<file path="src/rtl/flo_timed_bufs.sv">
// Per-channel timed output buffers for the flo sequencer: FIFO plus countdown timer per channel.
// Optional occupancy/busy outputs are enabled by defining FLO_TIMED_BUFS_OCC_EN.
module flo_timed_bufs #(
   parameter  int NCH          = 24,
   parameter  int DATA_W       = 16,
   parameter  int DLY_W        = 8,
   parameter  int DEPTH        = 4,
   parameter  int BACKPRESSURE = 0,
   localparam int CH_W         = (NCH > 1) ? $clog2(NCH) : 1
) (
   input  logic                    S_AXI_ACLK,
   input  logic                    S_AXI_ARESETN,
   input  logic                    in_valid_i,
   output logic                    in_ready_o,
   input  logic [CH_W-1:0]         in_chan_i,
   input  logic [DLY_W-1:0]        in_delay_i,
   input  logic [DATA_W-1:0]       in_data_i,
   input  logic                    in_imm_i,
   input  logic                    hold_i,
   input  logic [NCH-1:0]          flush_i,
   input  logic                    err_clr_i,
   output logic [NCH*DATA_W-1:0]   data_o,
   output logic [NCH-1:0]          stb_o,
   output logic [NCH-1:0]          ovf_o,
   output logic                    badch_o
`ifdef FLO_TIMED_BUFS_OCC_EN
   ,
   output logic [NCH*($clog2(DEPTH)+1)-1:0] occ_o,
   output logic                    busy_o
`endif
);

   localparam int AW = $clog2(DEPTH);
   localparam int CW = AW + 1;

   typedef enum logic {
      IDLE  = 1'b0,
      COUNT = 1'b1
   } tstate_t;

   logic           acc;
   logic           chan_ok;
   logic           blocked;
   logic [NCH-1:0] blk_v;

   assign chan_ok = ({1'b0, in_chan_i} < (CH_W+1)'(NCH));
   assign acc     = in_valid_i && in_ready_o;

   // A channel blocks only when its FIFO is full and nothing pops on this edge.
   always_comb begin
      // NOTE: every always_comb output gets a default first so no latch is inferred.
      blocked = 1'b0;
      for (int k = 0; k < NCH; k++) begin
         if (in_chan_i == CH_W'(k) && blk_v[k]) blocked = 1'b1;
      end
   end

   assign in_ready_o = (BACKPRESSURE == 0) || in_imm_i || !blocked;

   always_ff @(posedge S_AXI_ACLK or negedge S_AXI_ARESETN) begin
      if (!S_AXI_ARESETN) begin
         // NOTE: sequential state uses non-blocking assignments so every flop samples pre-edge values.
         badch_o <= 1'b0;
      end else if (acc && !chan_ok) begin
         badch_o <= 1'b1;
      end else if (err_clr_i) begin
         badch_o <= 1'b0;
      end
   end

`ifdef FLO_TIMED_BUFS_OCC_EN
   logic [NCH-1:0] busy_v;
   assign busy_o = |busy_v;
`endif

   for (genvar k = 0; k < NCH; k++) begin : g_ch
      logic [DLY_W+DATA_W-1:0] mem [DEPTH];
      logic [AW-1:0]           wp_q, rp_q;
      logic [CW-1:0]           cnt_q;
      tstate_t                 st_q, st_d;
      logic [DLY_W-1:0]        tmr_q, tmr_d;
      logic [DATA_W-1:0]       tdat_q, tdat_d;
      logic [DATA_W-1:0]       out_q;
      logic                    stb_q, ovf_q;
      logic [DLY_W-1:0]        head_dly;
      logic [DATA_W-1:0]       head_dat;
      logic hit, flush, imm, empty, full;
      logic pop_base, rel_base, pop, rel, wr, ovf_set;

      assign hit   = acc && chan_ok && (in_chan_i == CH_W'(k));
      assign flush = flush_i[k];
      assign imm   = hit && in_imm_i && !flush;
      assign empty = (cnt_q == '0);
      assign full  = (cnt_q == CW'(DEPTH));

      assign {head_dly, head_dat} = mem[rp_q];

      // Base terms exclude the immediate write so in_ready_o never depends on in_valid_i.
      assign pop_base = !flush && !hold_i && !empty && (st_q == IDLE || tmr_q == '0);
      assign rel_base = !flush && !hold_i && (st_q == COUNT) && (tmr_q == '0);
      assign pop      = pop_base && !imm;
      assign rel      = rel_base && !imm;
      assign wr       = hit && !in_imm_i && !flush && (!full || pop);
      assign ovf_set  = hit && !in_imm_i && !flush && full && !pop;
      assign blk_v[k] = full && !pop_base;

      // NOTE: the FIFO storage has no reset; only pointers and count define its contents.
      always_ff @(posedge S_AXI_ACLK) begin
         if (wr) mem[wp_q] <= {in_delay_i, in_data_i};
      end

      always_comb begin
         st_d   = st_q;
         tmr_d  = tmr_q;
         tdat_d = tdat_q;
         if (flush || imm) begin
            st_d  = IDLE;
            tmr_d = '0;
         end else if (!hold_i) begin
            case (st_q)
               IDLE: begin
                  if (!empty) begin
                     st_d   = COUNT;
                     tmr_d  = head_dly;
                     tdat_d = head_dat;
                  end
               end
               COUNT: begin
                  if (tmr_q != '0) begin
                     tmr_d = tmr_q - DLY_W'(1);
                  end else if (!empty) begin
                     tmr_d  = head_dly;
                     tdat_d = head_dat;
                  end else begin
                     st_d = IDLE;
                  end
               end
               default: st_d = IDLE;
            endcase
         end
      end

      always_ff @(posedge S_AXI_ACLK or negedge S_AXI_ARESETN) begin
         if (!S_AXI_ARESETN) begin
            st_q   <= IDLE;
            tmr_q  <= '0;
            tdat_q <= '0;
         end else begin
            st_q   <= st_d;
            tmr_q  <= tmr_d;
            tdat_q <= tdat_d;
         end
      end

      always_ff @(posedge S_AXI_ACLK or negedge S_AXI_ARESETN) begin
         if (!S_AXI_ARESETN) begin
            wp_q  <= '0;
            rp_q  <= '0;
            cnt_q <= '0;
         end else if (flush || imm) begin
            wp_q  <= '0;
            rp_q  <= '0;
            cnt_q <= '0;
         end else begin
            if (wr)  wp_q <= wp_q + AW'(1);
            if (pop) rp_q <= rp_q + AW'(1);
            cnt_q <= cnt_q + CW'(wr) - CW'(pop);
         end
      end

      // The output register holds the last released value; flush leaves it alone.
      always_ff @(posedge S_AXI_ACLK or negedge S_AXI_ARESETN) begin
         if (!S_AXI_ARESETN) begin
            out_q <= '0;
            stb_q <= 1'b0;
         end else if (imm) begin
            out_q <= in_data_i;
            stb_q <= 1'b1;
         end else if (rel) begin
            out_q <= tdat_q;
            stb_q <= 1'b1;
         end else begin
            stb_q <= 1'b0;
         end
      end

      always_ff @(posedge S_AXI_ACLK or negedge S_AXI_ARESETN) begin
         if (!S_AXI_ARESETN) begin
            ovf_q <= 1'b0;
         end else if (ovf_set) begin
            ovf_q <= 1'b1;
         end else if (err_clr_i) begin
            ovf_q <= 1'b0;
         end
      end

      assign data_o[k*DATA_W +: DATA_W] = out_q;
      assign stb_o[k] = stb_q;
      assign ovf_o[k] = ovf_q;

`ifdef FLO_TIMED_BUFS_OCC_EN
      assign occ_o[k*CW +: CW] = cnt_q;
      assign busy_v[k] = (st_q == COUNT) || !empty;
`endif
   end

endmodule

</file>
<file path="config.mk">
export PLATFORM = sky130hd
export DESIGN_NAME = flo_timed_bufs
export DESIGN_NICKNAME = d
export VERILOG_FILES = /design/src/rtl/flo_timed_bufs.sv
export SDC_FILE = /design/constraint.sdc
export NUM_CORES = 2
export LEC_CHECK = 0
export CAP_MARGIN = 10
export CELL_PAD_IN_SITES_DETAIL_PLACEMENT = 0
export CELL_PAD_IN_SITES_GLOBAL_PLACEMENT = 1
export CORE_ASPECT_RATIO = 2
export CORE_MARGIN = 2
export CORE_UTILIZATION = 49
export CTS_CLUSTER_DIAMETER = 100
export CTS_CLUSTER_SIZE = 25
export DETAILED_ROUTE_END_ITERATION = 7
export DONT_BUFFER_PORTS = 1
export GPL_ROUTABILITY_DRIVEN = 0
export PLACE_DENSITY_LB_ADDON = 0.1
export REMOVE_ABC_BUFFERS = 1
export SYNTH_ARGS = -nofsm -noshare
export SYNTH_HDL_FRONTEND = slang
export SYNTH_SLANG_ARGS = --single-unit
</file>
<file path="constraint.sdc">
create_clock -name S_AXI_ACLK -period 3.5 [get_ports S_AXI_ACLK]
set_input_delay 0.7 -clock S_AXI_ACLK [delete_from_list [all_inputs] [get_ports S_AXI_ACLK]]
set_output_delay 0.7 -clock S_AXI_ACLK [all_outputs]
set_load 0.03 [all_outputs]
</file>
== Word level (Yosys, flattened, before mapping) ==
Memory sizes are Yosys's and may differ from the RTL's.
Cells that the tools add are included.
Word-level totals
  bits in registers: 1201
  RAM bits: 2304
  bits of input ports: 59
  word-level logic and storage cells: 1859
  memories: 24
Operators by class
  add/sub/neg operators: 120
  $lt $le $gt $ge: 1
  eq/ne operators: 95
  multiplexer cells: 602
  bitwise operators: 49
  reduce and logical (&&, ||, !) cells: 751
Memories
  g_ch[0].mem: depth 4, bits a word 24, rd ports 1, clocked after memory_dff 0, wr ports 1, RTL line 77  | logic [DLY_W+DATA_W-1:0] mem [DEPTH];
  g_ch[10].mem: depth 4, bits a word 24, rd ports 1, clocked after memory_dff 0, wr ports 1, RTL line 77
  g_ch[11].mem: depth 4, bits a word 24, rd ports 1, clocked after memory_dff 0, wr ports 1, RTL line 77
  g_ch[12].mem: depth 4, bits a word 24, rd ports 1, clocked after memory_dff 0, wr ports 1, RTL line 77
  g_ch[13].mem: depth 4, bits a word 24, rd ports 1, clocked after memory_dff 0, wr ports 1, RTL line 77
  g_ch[14].mem: depth 4, bits a word 24, rd ports 1, clocked after memory_dff 0, wr ports 1, RTL line 77
  18 more memories
Operators by type and width (number)
  16-bit two-way mux: 96
  8-bit two-way mux: 96
  16-bit case mux with 2 select lines: 24
  8-bit case mux with 2 select lines: 24
  1-bit logical AND: 362
  1-bit two-way mux: 218
  2-bit nonzero test: 97
  8-bit zero test: 24
  2-bit two-way mux: 96
  8-bit nonzero test: 24
  8-bit by 1-bit subtractor with 8-bit output (second input constant): 24
  1-bit zero test: 123
  2-bit by 1-bit adder with 2-bit output (second input constant): 48
  3-bit by 1-bit adder with 3-bit output: 24
  3-bit == test (second input constant): 24
  3-bit zero test: 24
  1-bit logical OR: 72
  3-bit two-way mux: 24
  3-bit AND reduction: 24
  3-bit by 1-bit subtractor with 3-bit output: 24
  1-bit inverter: 49
  2-bit by 1-bit != test with 1-bit output (second input constant): 24
  2-bit != test (second input constant): 24
  1-bit case mux with 2 select lines: 24
  7 further kinds: 25

== Longest topological paths before layout ==
  depth in word-level cells: 12
  depth in mapped cells: 16
  mapped depth without buffers: 15

== Worst setup path before layout ==
OpenSTA, ideal clock, no wires.
  kind: input to register
  start: input port in_valid_i
  end: register g_ch[11].cnt_q[2]
  arrival time: 3551 ps
  slack: -186 ps
  cell stages on the path: 15
  path through: clkbuf_1 -> and4bb_2 -> buf_2 -> a311o_1 -> o211ai_1 -> and2_1 -> inv_1 -> ha_1 -> inv_1 -> ha_1 -> inv_1 -> fa_1 -> xor2_1 -> xnor2_1 -> nor2_1
Between the ends
  cells in the longest elaborated chain, start to end: 11
Ends and longest elaborated chain
  from (decl): RTL line 13  | input logic in_valid_i,
  1-bit logical AND * (2 in series): RTL line 90  | assign hit = acc && chan_ok && (in_chan_i == CH_W'(k));
  1-bit logical AND (2 in series): RTL line 92  | assign imm = hit && in_imm_i && !flush;
  1-bit zero test: RTL line 101  | assign pop = pop_base && !imm;
  1-bit logical AND: RTL line 101
  1-bit logical OR: RTL line 103  | assign wr = hit && !in_imm_i && !flush && (!full || pop);
  1-bit logical AND: RTL line 103
  3-bit by 1-bit adder with 3-bit output: RTL line 167  | cnt_q <= cnt_q + CW'(wr) - CW'(pop);
  3-bit by 1-bit subtractor with 3-bit output: RTL line 167
  3-bit two-way mux *: RTL line 160  | end else if (flush || imm) begin
  to (signal assigned): RTL line 167
  to (decl): RTL line 79  | logic [CW-1:0] cnt_q;
Every way passes the cells marked *; elsewhere a longest branch is shown, timed or not.
A chain may end at the register's enable or synchronous reset.

== Worst setup path after layout ==
  start: register g_ch[4].tmr_q[0]
  end: register g_ch[4].cnt_q[2]
Between the ends
  cells in the longest elaborated chain, start to end: 9
Ends and longest elaborated chain
  from (decl): RTL line 81  | logic [DLY_W-1:0] tmr_q, tmr_d;
  from (signal assigned): RTL line 150  | tmr_q <= tmr_d;
  8-bit zero test *: RTL line 99  | assign pop_base = !flush && !hold_i && !empty && (st_q == IDLE || tmr_q == '0);
  1-bit logical OR *: RTL line 99
  1-bit logical AND *: RTL line 99
  1-bit logical AND *: RTL line 101
  1-bit logical OR: RTL line 103
  1-bit logical AND: RTL line 103
  3-bit by 1-bit adder with 3-bit output: RTL line 167
  3-bit by 1-bit subtractor with 3-bit output *: RTL line 167
  3-bit two-way mux *: RTL line 160
  to (signal assigned): RTL line 167
  to (decl): RTL line 79
Marks and branches as above.

==> impl_table.tex <==
\begin{tabular}{lr}
\hline
Metric & Value \\
\hline
\multicolumn{2}{l}{\textbf{Timing}} \\
Worst clock skew & slightly below 0.03 ns \\
Number of hold violations in the final report & 0 \\
Relative slew slack & 0.1244 \\
Timing-limited maximum frequency & a little under 300 MHz \\
Setup violation total in the final timing report & 0 \\
Smallest hold slack & between 0.015 and 0.02 ns \\
Final worst-path cycle share & 0.9848 \\
Number of max-slew violations in the final report & 0 \\
Final min period & 3.447 ns \\
Slew at the pin with the worst max-slew slack & between 1 and 1.5 ns \\
\multicolumn{2}{l}{\textbf{Critical path}} \\
Logic depth of the worst setup path including buffers & 15 \\
Data required time at the worst endpoint & 4.28 ns \\
Cell-by-cell listing of the critical path & inv\_1 -> ha\_2 -> or4b\_4 -> o21a\_4 -> o311ai\_2 -> and2\_4 -> inv\_1 -> ha\_1 -> inv\_1 -> ha\_1 -> inv\_1 -> fa\_1 -> xor2\_1 -> xnor2\_1 -> nor2\_1 \\
Worst reg2reg endpoint & g\_ch[4].cnt\_q[2] \\
Worst path slowest cell & or4b\_4 \\
Largest fanout on the critical path & 5 \\
Crit path capture type & flip-flop \\
Kind of critical path & reg2reg \\
Cell depth of the worst flop-to-flop path & 15 \\
Highest cell delay on the worst timing path & approximately 0.48 ns \\
Crit-path most repeated cell & inv\_1 \\
Critical Path Start Type & flip-flop \\
Startpoint of the worst register-to-register path & g\_ch[4].tmr\_q[0] \\
Signal arrival time at the worst endpoint & about 4.2 ns \\
Reg2Reg Setup Slack & 0.05 ns \\
Endpoint of the most critical setup path & g\_ch[4].cnt\_q[2] \\
Setup crit start & g\_ch[4].tmr\_q[0] \\
Crit path max-delay family & adder cells \\
Crit path buffers/inverters & 4 \\
\multicolumn{2}{l}{\textbf{Logic synthesis}} \\
Cell type contributing the most total cell area after synthesis & edfxtp\_1 \\
Fraction of registers with async set or reset after synthesis & 0.3427 \\
Average footprint of a synthesized cell & 16.16 µm² \\
Cells after synthesis & 8861 \\
Cells taking the most area after synthesis & edfxtp\_1 48\%, dfrtp\_1 21\%, mux4\_2 9.1\% \\
Number of synthesized register bits & 3505 \\
Top cells by count, synth & 2304 x edfxtp\_1, 1201 x dfrtp\_1, 584 x nand2\_1, 576 x mux4\_2, 427 x o21ai\_0 \\
Number of enable flip-flop cells after synthesis & 2304 \\
Count of warnings emitted by yosys & 0 \\
Most frequent cell after synthesis & edfxtp\_1 \\
Area share of the leading cell type in the synthesized netlist & 0.4830 \\
Mapped cell area & 0.1432 mm² \\
Top flip-flop cell by instance count after synthesis & edfxtp\_1 \\
Sequential fraction of the synthesis area & 0.6929 \\
Number of distinct library cells after synthesis & about 110 \\
\multicolumn{2}{l}{\textbf{Power}} \\
Post-layout total power & 100.3 mW \\
Leakage power summed over all cells & 58.35 nW \\
Power density cells & 638.7 mW/mm² \\
Worst voltage drop across the vdd grid & roughly 0.56 mV \\
\multicolumn{2}{l}{\textbf{Global routing}} \\
Global-route wire length before repair & $\sim$590000 µm \\
Maximum number of pins on one net before global-route repair & between 200 and 250 \\
Via count of the first global-routing pass & 81073 \\
Combined global-route utilization of all metal layers & 0.2800 \\
Aggregate global routing overflow & 0 \\
Antenna violations before repair & 40 \\
\multicolumn{2}{l}{\textbf{Clocking}} \\
Total clock buffers created by CTS & 166 \\
Sink count of the clock tree & between 3000 and 4000 \\
Clock slew seen by the registers of the worst setup and hold paths & 0.11 ns \\
Maximum number of buffers from clock root to sink & 4 \\
Clock insertion delay at the later pin of the skew report & 0.89 ns \\
TritonCTS clock tree & yes \\
H-tree levels & 4 \\
Clock Tree Root & clkbuf\_16 \\
\multicolumn{2}{l}{\textbf{Placed design}} \\
Number of input and output port buffers inserted & 0 \\
HPWL Detailed & approximately 220000 µm \\
Total placed cells including tap cells & $\sim$13000 \\
\multicolumn{2}{l}{\textbf{Cells and area}} \\
Nets & roughly 9300 \\
Growth of design area from synthesis to finish & 9.621\% \\
Total of fill cells in the finished design & 23398 \\
Final cell count without fillers & about 13000 \\
Proportion of layout cells with a drive suffix above 1 & 0.1903 \\
\multicolumn{2}{l}{\textbf{Floorplanning}} \\
Number of top-level pins & 493 \\
Die Height & 768.6 µm \\
Starting Density & 0.4926 \\
Core Region & 0.2908 mm² \\
Horizontal die dimension & around 390 µm \\
Number of rows in the core area & 280 \\
Die area & 0.2969 mm² \\
\multicolumn{2}{l}{\textbf{Job}} \\
Max-Cap Viols & 0 \\
\multicolumn{2}{l}{\textbf{Drt}} \\
Detailed router's first-iteration violation count & 7255 \\
Average wire per standard cell & 32.12 µm \\
DR pass1 iterations & 6 \\
Final routed DRC violation total & 0 \\
Total via count after detailed routing & between 70000 and 80000 \\
Detailed-route wire length & 418800 µm \\
Number of nets with antenna violations after routing & 0 \\
Routed vias/inst & 6.088 \\
\multicolumn{2}{l}{\textbf{Min path}} \\
Startpoint of the most critical hold path & in\_data\_i[6] \\
Hold Crit Class & in2reg \\
\multicolumn{2}{l}{\textbf{Run status}} \\
Outcome & completed \\
\hline
\end{tabular}
-- routing by layer --
metal  wire length [µm]  global-route usage
met5                 13                   0
met4              20620              0.1123
met3              26810             0.04626
met2             217400              0.4917
met1             153900              0.3421
-- through the flow --
stage	TNS [ns]	setup WS [ns]	instance area, µm²	util
after floorplan	-41.22	-1.519	141000	-
after global placement	-3.474	-0.1182	150000	0.5158
after detailed placement	-17.36	-0.1666	150000	0.5159
after CTS	0	0.01140	156700	0.5388
after global routing	-0.07517	-0.06345	156900	0.5397
final	0	0.05304	157000	0.5400
-- state kept, by name (all words and copies together), names as in the netlist --
signal / flops
g_ch.rp_q: 48
g_ch.ovf_q: 24
g_ch.wp_q: 48
g_ch.out_q: 384
g_ch.mem: 2304
g_ch.st_q: 24
badch_o: 1
g_ch.stb_q: 24
g_ch.tdat_q: 384
g_ch.tmr_q: 192
g_ch.cnt_q: 72
-- timing repair --
item | 4_1_cts | 5_1_grt
setup buffers | 0 | 6
hold buffers | 89 | 6
pin swaps | 0 | 6
gates cloned | 0 | 2
hold endpoints to repair | 1501 | 53
endpoints found under the setup margin | 1 | 115
gates resized for setup | 1 | 18
-- layout by cell type, fill, tap and decap left out, types with 31 or more instances in the layout --
cell type  count
edfxtp_1    2304
dfrtp_1     1199
nand2_1      583
mux4_2       576
o21ai_0      424
mux2i_1      416
buf_4        392
nor2_1       389
mux2_2       355
a21oi_1      330
inv_1        222
ha_1         185
clkbuf_16    169
nand3_1      128
nor3_1       125
clkbuf_1     122
and3_1        97
or3_1         85
buf_12        79
and2_1        69
a31oi_1       53
buf_16        50
xnor2_1       48
diode_2       40
o31ai_1       40
a21o_1        37
nand4_1       32
xor2_1        31
-- power breakdown --
part / total [mW] / switching [mW] / leakage [nW] / internal [mW]
combinational: 19.6 / 10.1 / 19.6 / 9.53
sequential: 58.4 / 9.22 / 36.5 / 49.2
clock: 22.2 / 13.1 / 2.24 / 9.18
total: 100 / 32.4 / 58.3 / 67.9
-- kinds of logic after synthesis --
group / synth area share
buffers and inverters: 0.02148
XOR/XNOR: 0.004892
AO/OA/AOI/OAI: 0.05560
other: 0.00002618
multiplexers: 0.1477
AND/OR/NAND/NOR: 0.05786
adder cells (fa/ha/maj): 0.01960
flip-flops: 0.6929
-- worst min path at each step --
stage / to / slack (ns) / cells past startpoint
finish: g_ch[14].mem[2][6] / 0.02 / 0
global route: g_ch[16].out_q[9] / 0.02 / 2
CTS: g_ch[4].mem[2][1] / 0.0008 / 0
detailed placement: g_ch[2].stb_q / 0.41 / 0
global placement: g_ch[2].stb_q / 0.41 / 0
floorplan: badch_o / 0.40 / 0
-- area by class of cell --
class	count	area, µm²	area share
timing repair buffer	546	6181	0.03937
multi-input combinational	4622	41140	0.2621
tap	3807	4763	0.03034
clock buffer	289	4637	0.02953
antenna	40	100.1	0.0006375
clock inverter	6	92.59	0.0005897
sequential	3505	99240	0.6321
inverter	225	847.1	0.005395
(Power assumes the default switching activity.)
